File: src/rtl/nw_pkg.sv
// ============================================================================
// Module : nw_pkg
// Brief  : Shared Needleman-Wunsch types: arrow codes, column ops, FSM states.
// Rev    : 1.0  initial release
// ============================================================================
`default_nettype none

package nw_pkg;

    localparam logic [2:0] ARROW_LX   = 3'b100;
    localparam logic [2:0] ARROW_UP   = 3'b010;
    localparam logic [2:0] ARROW_DIAG = 3'b001;

    typedef enum logic [1:0] {
        OP_DIAG = 2'd0,
        OP_UP   = 2'd1,
        OP_LX   = 2'd2
    } op_t;

    typedef enum logic [2:0] {
        ST_IDLE  = 3'd0,
        ST_CHECK = 3'd1,
        ST_READ  = 3'd2,
        ST_WAIT  = 3'd3,
        ST_EMIT  = 3'd4,
        ST_DONE  = 3'd5,
        ST_ERR   = 3'd6
    } state_t;

    // Scoring used by the matrix-fill cells; kept here so both sides agree.
    localparam int MATCH_SCORE    = 1;
    localparam int MISMATCH_SCORE = -1;
    localparam int GAP_SCORE      = -1;

endpackage

`default_nettype wire

File: src/rtl/nw_traceback_if.sv
// ============================================================================
// Module : nw_traceback_if
// Brief  : Direction-memory read port plus alignment-column output stream.
// Rev    : 1.0  initial release
// ============================================================================
`default_nettype none

interface nw_traceback_if #(
    parameter int IDX_W  = 7,
    parameter int ADDR_W = 13
);
    import nw_pkg::*;

    logic              dir_rd_en;
    logic [ADDR_W-1:0] dir_addr;
    logic [2:0]        dir_data;
    logic              out_valid;
    logic              out_ready;
    op_t               out_op;
    logic [IDX_W-1:0]  out_a_idx;
    logic [IDX_W-1:0]  out_b_idx;
    logic              out_last;

    modport master (
        output dir_rd_en, dir_addr,
        input  dir_data,
        output out_valid, out_op, out_a_idx, out_b_idx, out_last,
        input  out_ready
    );

    modport slave (
        input  dir_rd_en, dir_addr,
        output dir_data,
        input  out_valid, out_op, out_a_idx, out_b_idx, out_last,
        output out_ready
    );

endinterface

`default_nettype wire

File: src/rtl/nw_tb_addr.sv
// ============================================================================
// Module : nw_tb_addr
// Brief  : Row-major (i,j) -> direction-memory address, shared with the writer.
// Rev    : 1.0  initial release
// ============================================================================
`default_nettype none

module nw_tb_addr #(
    parameter int MAX_LEN = 64,
    parameter int IDX_W   = $clog2(MAX_LEN + 1),
    parameter int ADDR_W  = $clog2((MAX_LEN + 1) ** 2)
) (
    input  logic [IDX_W-1:0]  i,
    input  logic [IDX_W-1:0]  j,
    output logic [ADDR_W-1:0] addr
);

    localparam logic [ADDR_W-1:0] c_row = ADDR_W'(MAX_LEN + 1);

    assign addr = ADDR_W'(i) * c_row + ADDR_W'(j);

endmodule

`default_nettype wire

File: src/rtl/nw_traceback.sv
// ============================================================================
// Module : nw_traceback
// Brief  : Needleman-Wunsch traceback walker from (len_a,len_b) back to (0,0).
//          Define NW_TB_STATS_EN to add per-op column counters.
// Rev    : 1.0  initial release
// ============================================================================
`default_nettype none

module nw_traceback
    import nw_pkg::*;
#(
    parameter int MAX_LEN = 64,
    parameter int IDX_W   = $clog2(MAX_LEN + 1),
    parameter int ADDR_W  = $clog2((MAX_LEN + 1) ** 2)
) (
    input  logic             clk,
    input  logic             rst_n,
    input  logic             start,
    input  logic [IDX_W-1:0] len_a,
    input  logic [IDX_W-1:0] len_b,
    output logic             busy,
    output logic             done,
    output logic             error,
    nw_traceback_if.master   bus
`ifdef NW_TB_STATS_EN
    ,
    output logic [IDX_W:0]   n_match,
    output logic [IDX_W:0]   n_up,
    output logic [IDX_W:0]   n_lx
`endif
);

    localparam logic [IDX_W-1:0] c_max = IDX_W'(MAX_LEN);

    state_t           r_state;
    state_t           w_next;
    logic [IDX_W-1:0] r_i;
    logic [IDX_W-1:0] r_j;
    logic [IDX_W-1:0] r_a_idx;
    logic [IDX_W-1:0] r_b_idx;
    op_t              r_op;
    logic             r_last;
    logic             r_error;

    logic             w_arrow_ok;
    op_t              w_arrow_op;
    op_t              w_mv_op;
    logic [IDX_W-1:0] w_ni;
    logic [IDX_W-1:0] w_nj;
    logic             w_fire;
    logic             w_load;

    always_comb begin
        w_arrow_ok = 1'b1;
        w_arrow_op = OP_DIAG;
        case (bus.dir_data)
            ARROW_DIAG: w_arrow_op = OP_DIAG;
            ARROW_UP:   w_arrow_op = OP_UP;
            ARROW_LX:   w_arrow_op = OP_LX;
            default:    w_arrow_ok = 1'b0;
        endcase
    end

    // At a border the move is forced; otherwise it comes from the fetched arrow.
    assign w_mv_op = (r_state == ST_CHECK) ? ((r_i == '0) ? OP_LX : OP_UP) : w_arrow_op;
    assign w_ni    = (w_mv_op == OP_LX) ? r_i : r_i - 1'b1;
    assign w_nj    = (w_mv_op == OP_UP) ? r_j : r_j - 1'b1;
    assign w_fire  = (r_state == ST_EMIT) && bus.out_ready;
    assign w_load  = (w_next == ST_EMIT) && (r_state != ST_EMIT);

    always_comb begin
        w_next = r_state;
        case (r_state)
            ST_IDLE:  if (start) w_next = ST_CHECK;
            ST_CHECK: begin
                if (r_i == '0 && r_j == '0)      w_next = ST_DONE;
                else if (r_i == '0 || r_j == '0) w_next = ST_EMIT;
                else                             w_next = ST_READ;
            end
            ST_READ:  w_next = ST_WAIT;
            ST_WAIT:  w_next = w_arrow_ok ? ST_EMIT : ST_ERR;
            ST_EMIT:  if (bus.out_ready) w_next = r_last ? ST_DONE : ST_CHECK;
            ST_DONE:  w_next = ST_IDLE;
            ST_ERR:   w_next = ST_IDLE;
            default:  w_next = ST_IDLE;
        endcase
    end

    always_ff @(posedge clk) begin
        if (!rst_n) r_state <= ST_IDLE;
        else        r_state <= w_next;
    end

    always_ff @(posedge clk) begin
        if (!rst_n) begin
            r_i     <= '0;
            r_j     <= '0;
            r_a_idx <= '0;
            r_b_idx <= '0;
            r_op    <= OP_DIAG;
            r_last  <= 1'b0;
            r_error <= 1'b0;
        end else begin
            if (r_state == ST_IDLE && start) begin
                r_i     <= (len_a > c_max) ? c_max : len_a;
                r_j     <= (len_b > c_max) ? c_max : len_b;
                r_error <= 1'b0;
            end
            if (r_state == ST_WAIT && !w_arrow_ok) r_error <= 1'b1;
            if (w_load) begin
                r_op    <= w_mv_op;
                r_a_idx <= r_i - 1'b1;
                r_b_idx <= r_j - 1'b1;
                r_last  <= (w_ni == '0) && (w_nj == '0);
            end
            if (w_fire) begin
                if (r_op != OP_LX) r_i <= r_i - 1'b1;
                if (r_op != OP_UP) r_j <= r_j - 1'b1;
            end
        end
    end

`ifdef NW_TB_STATS_EN
    always_ff @(posedge clk) begin
        if (!rst_n || (r_state == ST_IDLE && start)) begin
            n_match <= '0;
            n_up    <= '0;
            n_lx    <= '0;
        end else if (w_fire) begin
            case (r_op)
                OP_DIAG: n_match <= n_match + 1'b1;
                OP_UP:   n_up    <= n_up + 1'b1;
                default: n_lx    <= n_lx + 1'b1;
            endcase
        end
    end
`endif

    nw_tb_addr #(
        .MAX_LEN (MAX_LEN),
        .IDX_W   (IDX_W),
        .ADDR_W  (ADDR_W)
    ) u_addr (
        .i    (r_i),
        .j    (r_j),
        .addr (bus.dir_addr)
    );

    assign busy          = (r_state != ST_IDLE);
    assign done          = (r_state == ST_DONE) || (r_state == ST_ERR);
    assign error         = r_error;
    assign bus.dir_rd_en = (r_state == ST_READ);
    assign bus.out_valid = (r_state == ST_EMIT);
    assign bus.out_last  = (r_state == ST_EMIT) && r_last;
    assign bus.out_op    = r_op;
    assign bus.out_a_idx = r_a_idx;
    assign bus.out_b_idx = r_b_idx;

endmodule

`default_nettype wire
File: src/flat_wrapper.sv
// flat-port wrapper written by rule: the top's interface ports become plain ports
module nw_traceback_flat import nw_pkg::*;
#(
    parameter int MAX_LEN = 64,
    parameter int IDX_W   = $clog2(MAX_LEN + 1),
    parameter int ADDR_W  = $clog2((MAX_LEN + 1) ** 2)
)
  (clk, rst_n, start, len_a, len_b, busy, done, error, bus_dir_rd_en, bus_dir_addr, bus_dir_data, bus_out_valid, bus_out_op, bus_out_a_idx, bus_out_b_idx, bus_out_last, bus_out_ready);
  nw_traceback_if #(.IDX_W(IDX_W), .ADDR_W(ADDR_W)) bus_i ();
  input  logic clk;
  input  logic rst_n;
  input  logic start;
  input  logic [IDX_W-1:0] len_a;
  input  logic [IDX_W-1:0] len_b;
  output logic busy;
  output logic done;
  output logic error;
  output wire logic [$bits(bus_i.dir_rd_en)-1:0] bus_dir_rd_en;
  output wire logic [$bits(bus_i.dir_addr)-1:0] bus_dir_addr;
  input wire logic [$bits(bus_i.dir_data)-1:0] bus_dir_data;
  output wire logic [$bits(bus_i.out_valid)-1:0] bus_out_valid;
  output wire logic [$bits(bus_i.out_op)-1:0] bus_out_op;
  output wire logic [$bits(bus_i.out_a_idx)-1:0] bus_out_a_idx;
  output wire logic [$bits(bus_i.out_b_idx)-1:0] bus_out_b_idx;
  output wire logic [$bits(bus_i.out_last)-1:0] bus_out_last;
  input wire logic [$bits(bus_i.out_ready)-1:0] bus_out_ready;
  assign bus_dir_rd_en = bus_i.dir_rd_en;
  assign bus_dir_addr = bus_i.dir_addr;
  assign bus_i.dir_data = bus_dir_data;
  assign bus_out_valid = bus_i.out_valid;
  assign bus_out_op = bus_i.out_op;
  assign bus_out_a_idx = bus_i.out_a_idx;
  assign bus_out_b_idx = bus_i.out_b_idx;
  assign bus_out_last = bus_i.out_last;
  assign bus_i.out_ready = bus_out_ready;
  nw_traceback #(.MAX_LEN(MAX_LEN), .IDX_W(IDX_W), .ADDR_W(ADDR_W)) u_core (.clk(clk), .rst_n(rst_n), .start(start), .len_a(len_a), .len_b(len_b), .busy(busy), .done(done), .error(error), .bus(bus_i));
endmodule
File: config.mk
export PLATFORM = sky130hd
export DESIGN_NAME = nw_traceback_flat
export DESIGN_NICKNAME = d
export VERILOG_FILES = /design/src/rtl/nw_pkg.sv /design/src/rtl/nw_traceback_if.sv /design/src/rtl/nw_tb_addr.sv /design/src/rtl/nw_traceback.sv /design/src/flat_wrapper.sv
export SDC_FILE = /design/constraint.sdc
export NUM_CORES = 1
export LEC_CHECK = 0
export ABC_AREA = 0
export CAP_MARGIN = 30
export CORE_MARGIN = 2
export CORE_UTILIZATION = 43
export DETAILED_ROUTE_END_ITERATION = 16
export GPL_ROUTABILITY_DRIVEN = 0
export PLACE_DENSITY_LB_ADDON = 0.08
export SYNTH_ARGS = -nofsm -noshare
export SYNTH_HDL_FRONTEND = slang
export SYNTH_HIERARCHICAL = 1
export SYNTH_SLANG_ARGS = --single-unit
File: constraint.sdc
create_clock -name clk -period 6.1 [get_ports clk]
set_clock_uncertainty 0.15 [all_clocks]
set_input_delay 1.22 -clock clk [delete_from_list [all_inputs] [get_ports clk]]
set_output_delay 1.22 -clock clk [all_outputs]
set_load 0.1 [all_outputs]
**Word-level counts from Yosys, hierarchy flattened**

Cells that the tools add are included.
W data, S select, Z words.

- Word-level logic and storage cells: 70
- Input bits: 21
- Register bits: 35
- Output and inout bits: 35

- Reduce and logical (&&, ||, !) cells: 18
- $lt $le $gt $ge: 2
- Add/subtract/negate cells: 3
- $mul: 1
- Equal/unequal tests: 15
- Multiplexer cells: 23

Operator list:

| operator | number |
|---|---|
| $mux W7 | 10 |
| $logic_not A7 Y1 | 4 |
| $eq A3 B3 Y1 const B | 5 |
| $mux W3 | 5 |
| $pmux W3 S5 | 1 |
| $gt A7 B7 Y1 const B | 2 |
| $sub A7 B1 Y7 const B | 2 |
| $add A13 B7 Y13 | 1 |
| $mul A7 B7 Y13 const B | 1 |
| $eq A3 B2 Y1 const B | 3 |
| $logic_and A1 B1 Y1 | 7 |
| $eq A3 B1 Y1 const B | 2 |
| $mux W2 | 3 |
| $pmux W2 S2 | 1 |
| $logic_not A3 Y1 | 1 |
| $mux W1 | 3 |
| $ne A3 B3 Y1 const B | 1 |
| $reduce_bool A3 Y1 | 1 |
| $reduce_or A3 Y1 | 1 |
| $eq A2 B1 Y1 const B | 1 |
| $eq A2 B2 Y1 const B | 1 |
| $logic_or A1 B1 Y1 | 2 |
| $ne A2 B1 Y1 const B | 1 |
| $ne A2 B2 Y1 const B | 1 |
| 2 further kinds | 2 |

**Logic depth before layout (Yosys ltp)**

- Depth after elaboration: 7
- Mapped depth: 11
- Depth with buffers taken out: 10

**Modules after synthesis**

Netlist, hierarchy kept.

By module, submodules not included:

| module | area each (µm²) | cells each | seq. area each (µm²) | instances |
|---|---|---|---|---|
| nw_traceback | 1978.1 | 234 | 700.7 | 1 |
| nw_tb_addr | 680.7 | 84 | 0.0 | 1 |

**Least setup slack after synthesis**

Ideal clock, no wire load.

- Path type: flip-flop to output port
- Start: register u_core.r_i[3]
- End: output port bus_dir_addr[10]
- Required time: 4.730 ns
- Cell stages (with the launch flop): 9
- Path slack: 1.030 ns
- Path buffers: 0
- Data arrival time: 3.700 ns
- Cells stage by stage: dfxtp_1 > ha_1 > ha_1 > inv_1 > fa_1 > nand2b_1 > a21oi_2 > o211ai_2 > xnor2_1

- Longest elaborated chain between the ends: 2

RTL lines:

| element | line | source |
|---|---|---|
| start: declaration | nw_traceback.sv:37 | `logic [IDX_W-1:0] r_i;` |
| start signal: assignment | nw_traceback.sv:105 | `r_i <= (len_a > c_max) ? c_max : len_a;` |
| start signal: assignment | nw_traceback.sv:117 | `if (r_op != OP_LX) r_i <= r_i - 1'b1;` |
| $mul A7 B7 Y13 | nw_tb_addr.sv:20 | `assign addr = ADDR_W'(i) * c_row + ADDR_W'(j);` |
| $add A13 B7 Y13 | nw_tb_addr.sv:20 |  |
| end: declaration | flat_wrapper.sv:19 | `output wire logic [$bits(bus_i.dir_addr)-1:0] bus_dir_addr;` |

Every way passes these cells.

**Worst setup path in the final report**

- Start: register u_core.r_i[6]
- End: output port bus_dir_addr[11]

The elaborated chain is that of the path after synthesis.

==> PnR_summary.wiki <==
{| class="wikitable"
! Metric !! Value
|-
| Pin count of the biggest net entering global routing || 31
|-
| Wire length of the first global-routing pass || 10.7 mm
|-
| Worst-case setup slack after placement || 1.19 ns
|-
| Worst Path Arrival || 3.85 ns
|-
| Count of unique library cells instantiated by Yosys || 52
|-
| Main area contributors after synthesis || sky130_fd_sc_hd__dfxtp_1, sky130_fd_sc_hd__ha_1, sky130_fd_sc_hd__xnor2_1
|-
| Most area-hungry cell type in the Yosys netlist || sky130_fd_sc_hd__dfxtp_1
|-
| Area of the die || 0.00683 mm²
|-
| Antenna violations before repair || 0
|-
| Most used standard cell by instance count after synthesis || sky130_fd_sc_hd__dfxtp_1
|-
| Length of the first detailed-routing pass in iterations || 4
|-
| Final worst path period share || 85.5%
|-
| DR WL/cell || 15.2 µm
|-
| Slew @ Worst Pin || 1.01 ns
|-
| Gate count of the mapped netlist || 318
|-
| Final slew viol count || 0
|-
| Clock tree sinks || 35
|-
| Resized Gates After CTS || 0
|-
| Final WL || 6.69 mm
|-
| Ys flop type || sky130_fd_sc_hd__dfxtp_1
|-
| TritonCTS clock tree || done
|-
| CTS root buffer || sky130_fd_sc_hd__clkbuf_8
|-
| Top post-synthesis cells by count || sky130_fd_sc_hd__dfxtp_1, sky130_fd_sc_hd__nor2_1, sky130_fd_sc_hd__ha_1, sky130_fd_sc_hd__nand2_1, sky130_fd_sc_hd__inv_1
|-
| Result of the run || finished clean
|-
| Detail Route Antenna Nets || 0
|-
| Vias in the first global route || 2220
|-
| Final-layout worst hold slack || 0.310 ns
|-
| Synth Cell Area || 0.00266 mm²
|-
| DRC violation count after routing || 0
|-
| Crit. End Element || output pin
|-
| Horizontal die dimension || 82.6 µm
|-
| Insertion delay of the later-clocked pin in the worst-skew pair || 0.28 ns
|-
| P&R area growth vs syn || 25.2%
|-
| Detailed router's first-iteration violation count || 166
|-
| Mean instance size in the synthesized netlist || 8.36 µm²
|-
| Final critical path time including I/O delays and setup || 5.22 ns
|-
| Relative slew slack || 32.5%
|-
| Fraction of post-synthesis cell area in the top cell type by area || 26.4%
|-
| Total setup violations reported at the end of the flow || 0
|-
| Port-buffer cells || 55
|-
| Clock buffer depth || 2
|-
| Effective utilization at floorplan || 44.6%
|-
| Vias per cell || 5.53
|-
| Post-Syn Nets || 366
|-
| Share of flip-flops with an asynchronous set or reset after synthesis || 0%
|-
| Core footprint || 0.00596 mm²
|-
| # diodes || 0
|-
| Critical path required time || 4.73 ns
|-
| Y dimension of the die || 82.6 µm
|-
| Unrepaired setup endpoints after global routing || no
|-
| Max-capacitance violation count || 0
|-
| Count of state elements after synthesis || 35
|-
| Final layout net count || 413
|-
| CTS buffer count || 5
|-
| TNS Setup || 0 ns
|-
| Vias after detailed routing || 2440
|-
| Total routing usage reported by global routing || 20.7%
|-
| Fmax || 0.192 GHz
|-
| Total setup buffers inserted after CTS || 0
|-
| Number of flops mapped to enable cells by yosys || 0
|-
| Worst path setup slack after routing || 0.882 ns
|-
| Post-DP HPWL || 4.81 mm
|-
| Top-level port count || 56
|-
| Row count || 28
|-
| CTS H-tree depth || 2
|-
| Fraction of the yosys area taken by sequential cells || 26.4%
|-
| Final Hold Viols || 0
|-
| Setup slack of the worst register-to-register path || 3.37 ns
|-
| Critical Path Start Type || flip-flop
|-
| Top fanout value on the critical path || 10
|-
| Share of cells above drive strength 1 || 7.92%
|-
| GR Overflow Total || 0
|-
| Synth warn || 6
|-
| Critical setup path kind || reg2out
|-
| Hold buffer count at cts || 0
|-
| Reg clk slew, reported paths || 0.08 ns
|-
| Hold WC Path Type || reg2reg
|}
## worst max-delay path: stages, from the launching register on
cell and delay, ns:
sky130_fd_sc_hd__dfxtp_1 0.55, sky130_fd_sc_hd__ha_1 0.30, sky130_fd_sc_hd__ha_1 0.29, sky130_fd_sc_hd__ha_1 0.28, sky130_fd_sc_hd__ha_1 0.38, sky130_fd_sc_hd__a21oi_2 0.24, sky130_fd_sc_hd__o22ai_1 0.12, sky130_fd_sc_hd__a21oi_2 0.13
sky130_fd_sc_hd__xnor2_1 0.12, sky130_fd_sc_hd__clkdlybuf4s50_1 1.15
## worst paths after layout
check                            start                                    to  depth (start not counted)
min reg2reg  u_core/error$_SDFFE_PN0P_             u_core/error$_SDFFE_PN0P_                          2
min          u_core/error$_SDFFE_PN0P_             u_core/error$_SDFFE_PN0P_                          2
max reg2reg   u_core/r_i[0]$_SDFF_PN0_  u_core/bus.out_a_idx[2]$_SDFFE_PN0P_                          7
max           u_core/r_i[6]$_SDFF_PN0_                      bus_dir_addr[11]                          9
## layout make-up
class	count	area, µm²
inverters	23	86.3
multi-input cells	245	1790
repair buffers	55	543
clock buffers	6	82.6
clock inverters	2	35.0
well taps	75	93.8
fillers	580	2630
flip-flops and latches	35	701
## metal layers
metal / vias to the layer above / part of all wire (%) / track usage [%]
li1: 1232 / - / -
met1: 1143 / 49 / 28.9
met2: 61 / 46 / 33.3
met3: 4 / 4.7 / 3.26
met4: 0 / 0.82 / 5.41
met5: - / 0 / 0
## stage by stage
stage                     cells  instance area (µm²)  util [%]
final                       441                 3330      55.9
after global routing        441                 3330      55.9
after CTS                   441                 3330      55.9
after detailed placement    433                 3210      53.9
after global placement      433                 3210      53.9
after floorplan             318                 2660         -
## flip-flops by register name, indices dropped and copies added, names as in the netlist
name,count
u_core/bus.out_op,2
u_core/error,1
u_core/r_last,1
u_core/r_i,7
u_core/bus.out_a_idx,7
u_core/r_state,3
u_core/r_j,7
u_core/bus.out_b_idx,7
## placed cells by master, fill, tap and decap left out, drive strengths merged, types with 9 or more instances in the layout
cell / n
clkdlybuf4s50: 52
dfxtp: 35
nor2: 26
nand2: 26
ha: 25
inv: 23
a21oi: 22
xnor2: 12
nor3: 12
nand3: 11
o21ai: 10
a211oi: 10
o211a: 9
nor3b: 9
## cells by family after synthesis
group / after synthesis / synth area share, %
compound gates: 74 / 20.9
xor+xnor: 18 / 5.93
fa+ha+maj: 27 / 13.3
buf+inv: 38 / 6.40
flops: 35 / 26.4
mux: 8 / 3.01
simple gates: 118 / 24.1
Power is left out: the tool's default activity adds up to more than one toggle a clock period on the data nets, which glitch-free logic cannot reach.
